--- config.mk ---
export PLATFORM = sky130hd
export DESIGN_NAME = noc_input_fifo_flat
export DESIGN_NICKNAME = d
export VERILOG_FILES = /design/src/rtl/noc_input_fifo_if.sv /design/src/rtl/noc_input_fifo.sv /design/src/flat_wrapper.sv
export SDC_FILE = /design/constraint.sdc
export NUM_CORES = 1
export LEC_CHECK = 0
export BUFFER_PORTS_ARGS = -buffer_cell sky130_fd_sc_hd__buf_2
export CORE_MARGIN = 4
export CORE_UTILIZATION = 40
export CTS_CLUSTER_DIAMETER = 150
export CTS_CLUSTER_SIZE = 16
export DETAILED_ROUTE_END_ITERATION = 6
export GPL_TIMING_DRIVEN = 0
export PLACE_DENSITY = 0.58
export SLEW_MARGIN = 20
export SYNTH_ARGS = -nofsm -noshare
export SYNTH_HDL_FRONTEND = slang
export SYNTH_SLANG_ARGS = --single-unit
--- constraint.sdc ---
create_clock -name clk -period 11 [get_ports clk]
set_input_delay 0.55 -clock clk [delete_from_list [all_inputs] [get_ports clk]]
set_output_delay 0.55 -clock clk [all_outputs]
set_load 0.01 [all_outputs]
--- src/rtl/noc_input_fifo_if.sv ---
// Handshake and head-of-queue bundle between one router input port, its
// upstream sender (RTS/CTS) and the five output arbiters (read enables).
// "master" is the environment side (sender plus arbiters); "slave" is the FIFO.
interface noc_input_fifo_if #(
  parameter int DATA_WIDTH = 32
);

  // Upstream flit and its request-to-send
  logic [DATA_WIDTH-1:0] RX;
  logic                  DRTS;
  // Clear-to-send pulse back to the upstream sender
  logic                  CTS;

  // Grants from the five output arbiters; any of them pops the head flit
  logic                  read_en_N;
  logic                  read_en_E;
  logic                  read_en_W;
  logic                  read_en_S;
  logic                  read_en_L;

  // Head flit and occupancy flags towards routing logic and crossbar
  logic [DATA_WIDTH-1:0] Data_out;
  logic                  empty;
  logic                  full;

  modport master (
    output RX, DRTS,
    output read_en_N, read_en_E, read_en_W, read_en_S, read_en_L,
    input  CTS, Data_out, empty, full
  );

  modport slave (
    input  RX, DRTS,
    input  read_en_N, read_en_E, read_en_W, read_en_S, read_en_L,
    output CTS, Data_out, empty, full
  );

endinterface : noc_input_fifo_if

--- src/rtl/noc_input_fifo.sv ---
// Per-direction input buffer of the NoC router. Flits arrive over a one-flit
// RTS/CTS handshake, are kept in a circular buffer, and the head flit is shown
// combinationally to routing and crossbar. Any arbiter grant pops the head.
// The interface DATA_WIDTH must match this module's DATA_WIDTH.
module noc_input_fifo #(
  parameter int DATA_WIDTH = 32,
  parameter int DEPTH      = 4   // power of two, at least 2
) (
  input  logic             clk,
  input  logic             rst,
  noc_input_fifo_if.slave  s_if
);

  localparam int PTR_W = (DEPTH > 1) ? $clog2(DEPTH) : 1;
  localparam int CNT_W = PTR_W + 1;
  localparam logic [CNT_W-1:0] DEPTH_C = CNT_W'(DEPTH);

  // Storage and state
  logic [DATA_WIDTH-1:0] r_mem [DEPTH];
  logic [PTR_W-1:0]      r_read_ptr;
  logic [PTR_W-1:0]      r_write_ptr;
  logic [CNT_W-1:0]      r_count;
  logic                  r_cts;

  // Combinational control
  logic                  w_empty;
  logic                  w_full;
  logic                  w_read_req;
  logic                  w_read_fire;
  logic                  w_write_en;
  logic [CNT_W-1:0]      w_count_next;

  // Occupancy flags and the accept/pop decisions for this cycle.
  // full is taken from the registered count, so a pop in the same cycle does
  // not open a slot for a write until the following cycle. A write is also
  // refused while CTS is high so a sender still dropping RTS is not captured twice.
  always_comb begin
    w_empty     = (r_count == '0);
    w_full      = (r_count == DEPTH_C);
    w_read_req  = s_if.read_en_N | s_if.read_en_E | s_if.read_en_W |
                  s_if.read_en_S | s_if.read_en_L;
    w_read_fire = w_read_req & ~w_empty;
    w_write_en  = s_if.DRTS & ~r_cts & ~w_full;
  end

  // Next occupancy: several grants at once still remove only one flit.
  always_comb begin
    // NOTE: every signal assigned in a combinational block gets a default
    // first, so no path can leave it unassigned and infer a latch.
    w_count_next = r_count;
    unique case ({w_write_en, w_read_fire})
      2'b10:   w_count_next = r_count + CNT_W'(1);
      2'b01:   w_count_next = r_count - CNT_W'(1);
      default: w_count_next = r_count;
    endcase
  end

  // Pointers, count and the one-cycle CTS pulse; reset discards all flits.
  always_ff @(posedge clk) begin
    // NOTE: state is updated with non-blocking assignments so every register
    // samples the pre-edge values regardless of statement order.
    if (rst) begin
      r_read_ptr  <= '0;
      r_write_ptr <= '0;
      r_count     <= '0;
      r_cts       <= 1'b0;
    end else begin
      if (w_write_en) begin
        r_write_ptr <= r_write_ptr + PTR_W'(1);
      end
      if (w_read_fire) begin
        r_read_ptr <= r_read_ptr + PTR_W'(1);
      end
      r_count <= w_count_next;
      // High exactly in the cycle after an accepted flit, never two in a row
      // because w_write_en is blocked while r_cts is set.
      r_cts   <= w_write_en;
    end
  end

  // Flit storage written at the tail pointer.
  always_ff @(posedge clk) begin
    // NOTE: buffer memories are normally left unreset; these slots are cleared
    // because Data_out is an unqualified read of the head slot and must show 0
    // after reset, which keeps this storage in flops rather than a RAM macro.
    if (rst) begin
      for (int i = 0; i < DEPTH; i++) begin
        r_mem[i] <= '0;
      end
    end else if (w_write_en) begin
      r_mem[r_write_ptr] <= s_if.RX;
    end
  end

  // Outputs: head slot is always visible, stale while empty.
  assign s_if.Data_out = r_mem[r_read_ptr];
  assign s_if.empty    = w_empty;
  assign s_if.full     = w_full;
  assign s_if.CTS      = r_cts;

endmodule : noc_input_fifo

--- src/flat_wrapper.sv ---
// flat-port wrapper written by rule: the top's interface ports become plain ports
module noc_input_fifo_flat 
#(
  parameter int DATA_WIDTH = 32,
  parameter int DEPTH      = 4                              
)
  (clk, rst, s_if_RX, s_if_DRTS, s_if_read_en_N, s_if_read_en_E, s_if_read_en_W, s_if_read_en_S, s_if_read_en_L, s_if_CTS, s_if_Data_out, s_if_empty, s_if_full);
  noc_input_fifo_if #(.DATA_WIDTH(DATA_WIDTH)) s_if_i ();
  input  logic clk;
  input  logic rst;
  input wire logic [$bits(s_if_i.RX)-1:0] s_if_RX;
  input wire logic [$bits(s_if_i.DRTS)-1:0] s_if_DRTS;
  input wire logic [$bits(s_if_i.read_en_N)-1:0] s_if_read_en_N;
  input wire logic [$bits(s_if_i.read_en_E)-1:0] s_if_read_en_E;
  input wire logic [$bits(s_if_i.read_en_W)-1:0] s_if_read_en_W;
  input wire logic [$bits(s_if_i.read_en_S)-1:0] s_if_read_en_S;
  input wire logic [$bits(s_if_i.read_en_L)-1:0] s_if_read_en_L;
  output wire logic [$bits(s_if_i.CTS)-1:0] s_if_CTS;
  output wire logic [$bits(s_if_i.Data_out)-1:0] s_if_Data_out;
  output wire logic [$bits(s_if_i.empty)-1:0] s_if_empty;
  output wire logic [$bits(s_if_i.full)-1:0] s_if_full;
  assign s_if_i.RX = s_if_RX;
  assign s_if_i.DRTS = s_if_DRTS;
  assign s_if_i.read_en_N = s_if_read_en_N;
  assign s_if_i.read_en_E = s_if_read_en_E;
  assign s_if_i.read_en_W = s_if_read_en_W;
  assign s_if_i.read_en_S = s_if_read_en_S;
  assign s_if_i.read_en_L = s_if_read_en_L;
  assign s_if_CTS = s_if_i.CTS;
  assign s_if_Data_out = s_if_i.Data_out;
  assign s_if_empty = s_if_i.empty;
  assign s_if_full = s_if_i.full;
  noc_input_fifo #(.DATA_WIDTH(DATA_WIDTH), .DEPTH(DEPTH)) u_core (.clk(clk), .rst(rst), .s_if(s_if_i));
endmodule
* After elaboration in Yosys (flattened, before gate mapping)
Memories as Yosys holds them, arrays and structs flattened. A register that Yosys moved wholly into a read port is not among the register bits.
Cells that the tools add are included.
** Operators by class
- Add/subtract/negate cells :: 4
- Eq/ne operators :: 3
- Muxes and demuxes :: 11
- Bitwise logic cells :: 10
- Reduce and logical (&&, ||, !) cells :: 3
** Operators by type and width (count)
- 32-bit two-way mux :: 1
- 32-bit OR reduction :: 1
- 1-bit two-way mux :: 6
- 2-bit two-way mux :: 3
- 3-bit case mux with 2 select lines :: 1
- 2-bit by 1-bit adder with 2-bit output, second input constant :: 2
- 1-bit OR :: 4
- 3-bit by 1-bit adder with 3-bit output, second input constant :: 1
- 1-bit AND :: 3
- 3-bit == test, second input constant :: 1
- 3-bit zero test :: 1
- 1-bit NOT :: 3
- 3-bit by 1-bit subtractor with 3-bit output, second input constant :: 1
- 2-bit by 1-bit == test with 1-bit output, second input constant :: 1
- 2-bit == test, second input constant :: 1
- 2-bit nonzero test :: 1
** Storage, ports and cells
- Flip-flop bits (word level) :: 8
- Bits in writable memories :: 128
- Input port bits :: 40
- Output and inout bits :: 35
- Word-level logic and storage cells :: 36
- Memories :: 1
** Memories
- u_core.r_mem :: depth 4, width 32, read ports 1, clocked after Yosys merged registers in 1, write ports 4, line noc_input_fifo.sv:19 : logic [DATA_WIDTH-1:0] r_mem [DEPTH];

* Logic depth before layout (Yosys ltp)
- Word-level depth :: 8
- Depth in mapped cells :: 10
- Depth with buffers taken out :: 9

* Worst setup path after synthesis
OpenSTA, ideal clock, no wires.
- Kind :: input to register
- Start point :: input s_if_DRTS
- End point :: memory u_core.r_mem[1][0] (enable)
- Library setup time :: 511 ps
- Arrival time :: 4108 ps
- Setup slack :: 6381 ps
- Cell stages on the path :: 3
- Cells stage by stage :: nand2b_1 buf_2 o41ai_1
** RTL lines
- start, declared :: line flat_wrapper.sv:12 : input wire logic [$bits(s_if_i.DRTS)-1:0] s_if_DRTS;
- end, declared :: line noc_input_fifo.sv:19

==> results.md <==
- Die area: 17100 um^2
- Main combinational cell family by area after synthesis: simple AND/OR/NAND/NOR gates
- FILL cells: 1298
- Crit Reg-Reg Startpoint: u_core.r_count[2]$_SDFFE_PP0P_
- Clock power share: 33.8%
- Clock Skews: 7.15 ps
- Period utilisation layout: 23.5%
- Sw Share: 26.5%
- Critical-path cell list: clkbuf_1, mux4_2, buf_2
- Ys flop type: edfxtp_1
- Synth Area in Simple Gates: 16.3%
- I/O pin cnt: 75
- Finished Layout Cells: 667
- Post-synth top area share: 63.7%
- Critical Path RT: 10450 ps
- Worst skew pair latency: 420 ps
- IO buf count: 74
- Longest Clk Path Bufs: 2
- Placer Congestion: 0.720
- Net Switching: 393 uW
- Slew @ Worst Pin: 1050 ps
- Number of flops mapped to enable cells by yosys: 128
- CP peak stage delay: 600 ps
- Worst Min Path Start: s_if_RX[4]
- Die height: 131 um
- Synth area leader: edfxtp_1
- CP Buf/Inv Count: 2
- First-pass GRT wire length: 18800 um
- Remaining routing DRC violations: 0
- Clock root buffer: clkbuf_16
- CTS sink count: 138
- Critical setup path kind: reg2out
- Mux cell area share after synthesis: 12.5%
- Slew Viols, Final: 0
- Worst Reg-to-Reg Cells: 6
- FFs w/ async S/R, synth: 0%
- Critical Path Source Type: flop
- Layout cells sized above 1: 34.0%
- Post-Syn Area: 6040 um^2
- Int Power: 1090 uW
- H-tree depth: 4
- Vias per Instance: 4.91
- Area of the multi-input gates: 1880 um^2
- Flop pwr share: 43.6%
- Final ANT Viol Nets: 0
- Top cells by count, synth: and2_1, edfxtp_1, mux4_2
- Starting Density: 41.2%
- Synth area leaders: edfxtp_1, and2_1, mux4_2
- PwrDens: 205 nW/um^2
- Cells after Synth: 369
- Arr. time, crit path: 2040 ps
- Via count: 3277
- Largest net degree at the start of global routing: 33
- Initial antenna violation count: 1
- Critical path endpoint category: output port
- Relative slew slack: 30.2%
- Compound-Gate Fraction of Synth Area: 1.18%
- CTS tree: yes
- Synth cell types: 32
- Initial DRC count: 239
- Status: finished, final reports clean
- Hold/Removal Path Class: in2reg
- Worst-path clk slew: 60 ps
- Synthesized Nets: 411
- Diodes inserted: 0
- RSZ-0062 raised after global routing: no
- Total power draw: 1490 uW
- Final number of setup-violating endpoints: 0
- Worst Path Max Fanout: 10
- Max Clk Rate: 386 MHz
- DPL Wire Length: 8040 um
- Adder-Cell Fraction of Synth Area: 0.539%
- Row cnt: 44
- Hold Fails Final Rpt: 0
- Hold Path Stages: 2
- Post-synthesis register bit count: 138
- Dpl cells: 636
- Detailed-route wire length per cell: 18.4 um
- Seq/Total Area, Yosys: 67.0%
- DRT Pass-1 Iters: 4
- Hold_ws: 440 ps
- Final nets: 513
- XOR/XNOR share of the synthesized area: 0.290%
- Largest delay share family, worst path: buffers and inverters
- GRT overflow: 0
- Synth warnings: 0
- Util after Layout: 49.6%
- Global-route usage over all layers: 15.4%
- Worst VDD drop: 0.0958 mV
- Crit path time final: 2590 ps
- Synth Area per Inst: 16.4 um^2
- Setup TNS: 0 ps
- Post-CTS setup repair buffer count: 0
- CTS Hold Buffers Added: 0
- Max Cap Viol: 0
- Core Region: 14600 um^2
- Die W: 131 um
- Area Overhead vs Synth: 20.3%
- Logic pwr share: 22.5%
- Routed wire length: 12300 um
- Slowest cell on crit path: clkbuf_1
- WP depth: 3
- Leak pwr: 0.00280 uW
- Seq. cell area: 4040 um^2
- Vias in the first global route: 3428
- CTS buffer count: 17
- Post-CTS Resized: 0
==> power groups by stage <==
stage / Clock [uW] / Combinational [uW] / Sequential, uW
floorplan: 0 / 222 / 655
global placement: 0 / 334 / 660
detailed placement: 0 / 343 / 660
CTS: 512 / 344 / 649
global route: 536 / 367 / 654
finish: 503 / 335 / 648
==> cells by family (layout without fill, tap and decap cells) <==
group / Yosys count / count (layout)
fa+ha+maj: 2 / 2
simple gates: 151 / 151
xor+xnor: 2 / 2
buf+inv: 30 / 144
flops: 138 / 138
mux: 35 / 35
compound gates: 11 / 11
==> cell type report <==
type	count	area share, %
Multi-Input combinational cell	201	25.9
Tap cell	184	3.17
Timing Repair Buffer	83	6.27
Clock inverter	12	1.15
Buffer	22	1.45
Clock buffer	19	5.96
Inverter	8	0.414
Sequential cell	138	55.7
==> worst paths after layout <==
check                                     endpoint  slack (ps)
setup / recovery                 s_if_Data_out[29]        8410
hold / removal    u_core.r_mem[0][4]$_SDFFCE_PN0P_         440
setup reg to reg  u_core.r_mem[1][7]$_SDFFCE_PN0P_        8570
hold reg to reg     u_core.r_count[2]$_SDFFE_PP0P_         500
==> cell usage in the layout (no fill, tap or decap), types with 3 or more instances in the layout <==
| cell type | synthesis | final |
|---|---|---|
| and2_1 | 128 | 128 |
| edfxtp_1 | 128 | 128 |
| buf_2 | 6 | 82 |
| mux4_2 | 32 | 32 |
| clkbuf_16 | 0 | 17 |
| clkbuf_1 | 8 | 10 |
| dfxtp_1 | 10 | 10 |
| nor2_1 | 9 | 9 |
| inv_1 | 8 | 8 |
| clkbuf_2 | 6 | 6 |
| clkinv_1 | 0 | 5 |
| a21oi_1 | 4 | 4 |
| clkinv_2 | 0 | 4 |
| buf_6 | 1 | 3 |
| nand2b_1 | 3 | 3 |
| mux2_2 | 3 | 3 |
| buf_4 | 0 | 3 |
==> metal layers <==
layer	vias up	global-route usage, %	wire [um]	share of wire (%)
met5	-	0	0	0
met2	93	26.6	6390	52
met4	0	5.81	196	1.6
met3	19	3.94	716	5.8
li1	1560	-	-	-
met1	1605	18.7	4960	40
==> sequential cells by signal, indices dropped and copies added (netlist names), named ones only <==
signal / count
u_core.s_if.CTS: 1
u_core.r_read_ptr: 2
u_core.r_mem: 128
u_core.r_count: 3
u_core.r_write_ptr: 2
==> through the flow <==
stage	instance area, um^2	setup WS, ps
4_1_cts	7260	8360
2_1_floorplan	6040	6380
6_report	7260	8410
5_1_grt	7260	8290
3_3_place_gp	6640	3430
3_5_place_dp	6740	8370
==> worst register-to-register path: cells and delay by family, from the launching register on <==
| family | cells | cell delay (ps) |
|---|---|---|
| AO/OA/AOI/OAI | 1 | 800 |
| buffers and inverters | 4 | 840 |
| flip-flops | 1 | 320 |
| AND/OR/NAND/NOR | 1 | 190 |
(Power assumes the default switching activity.)
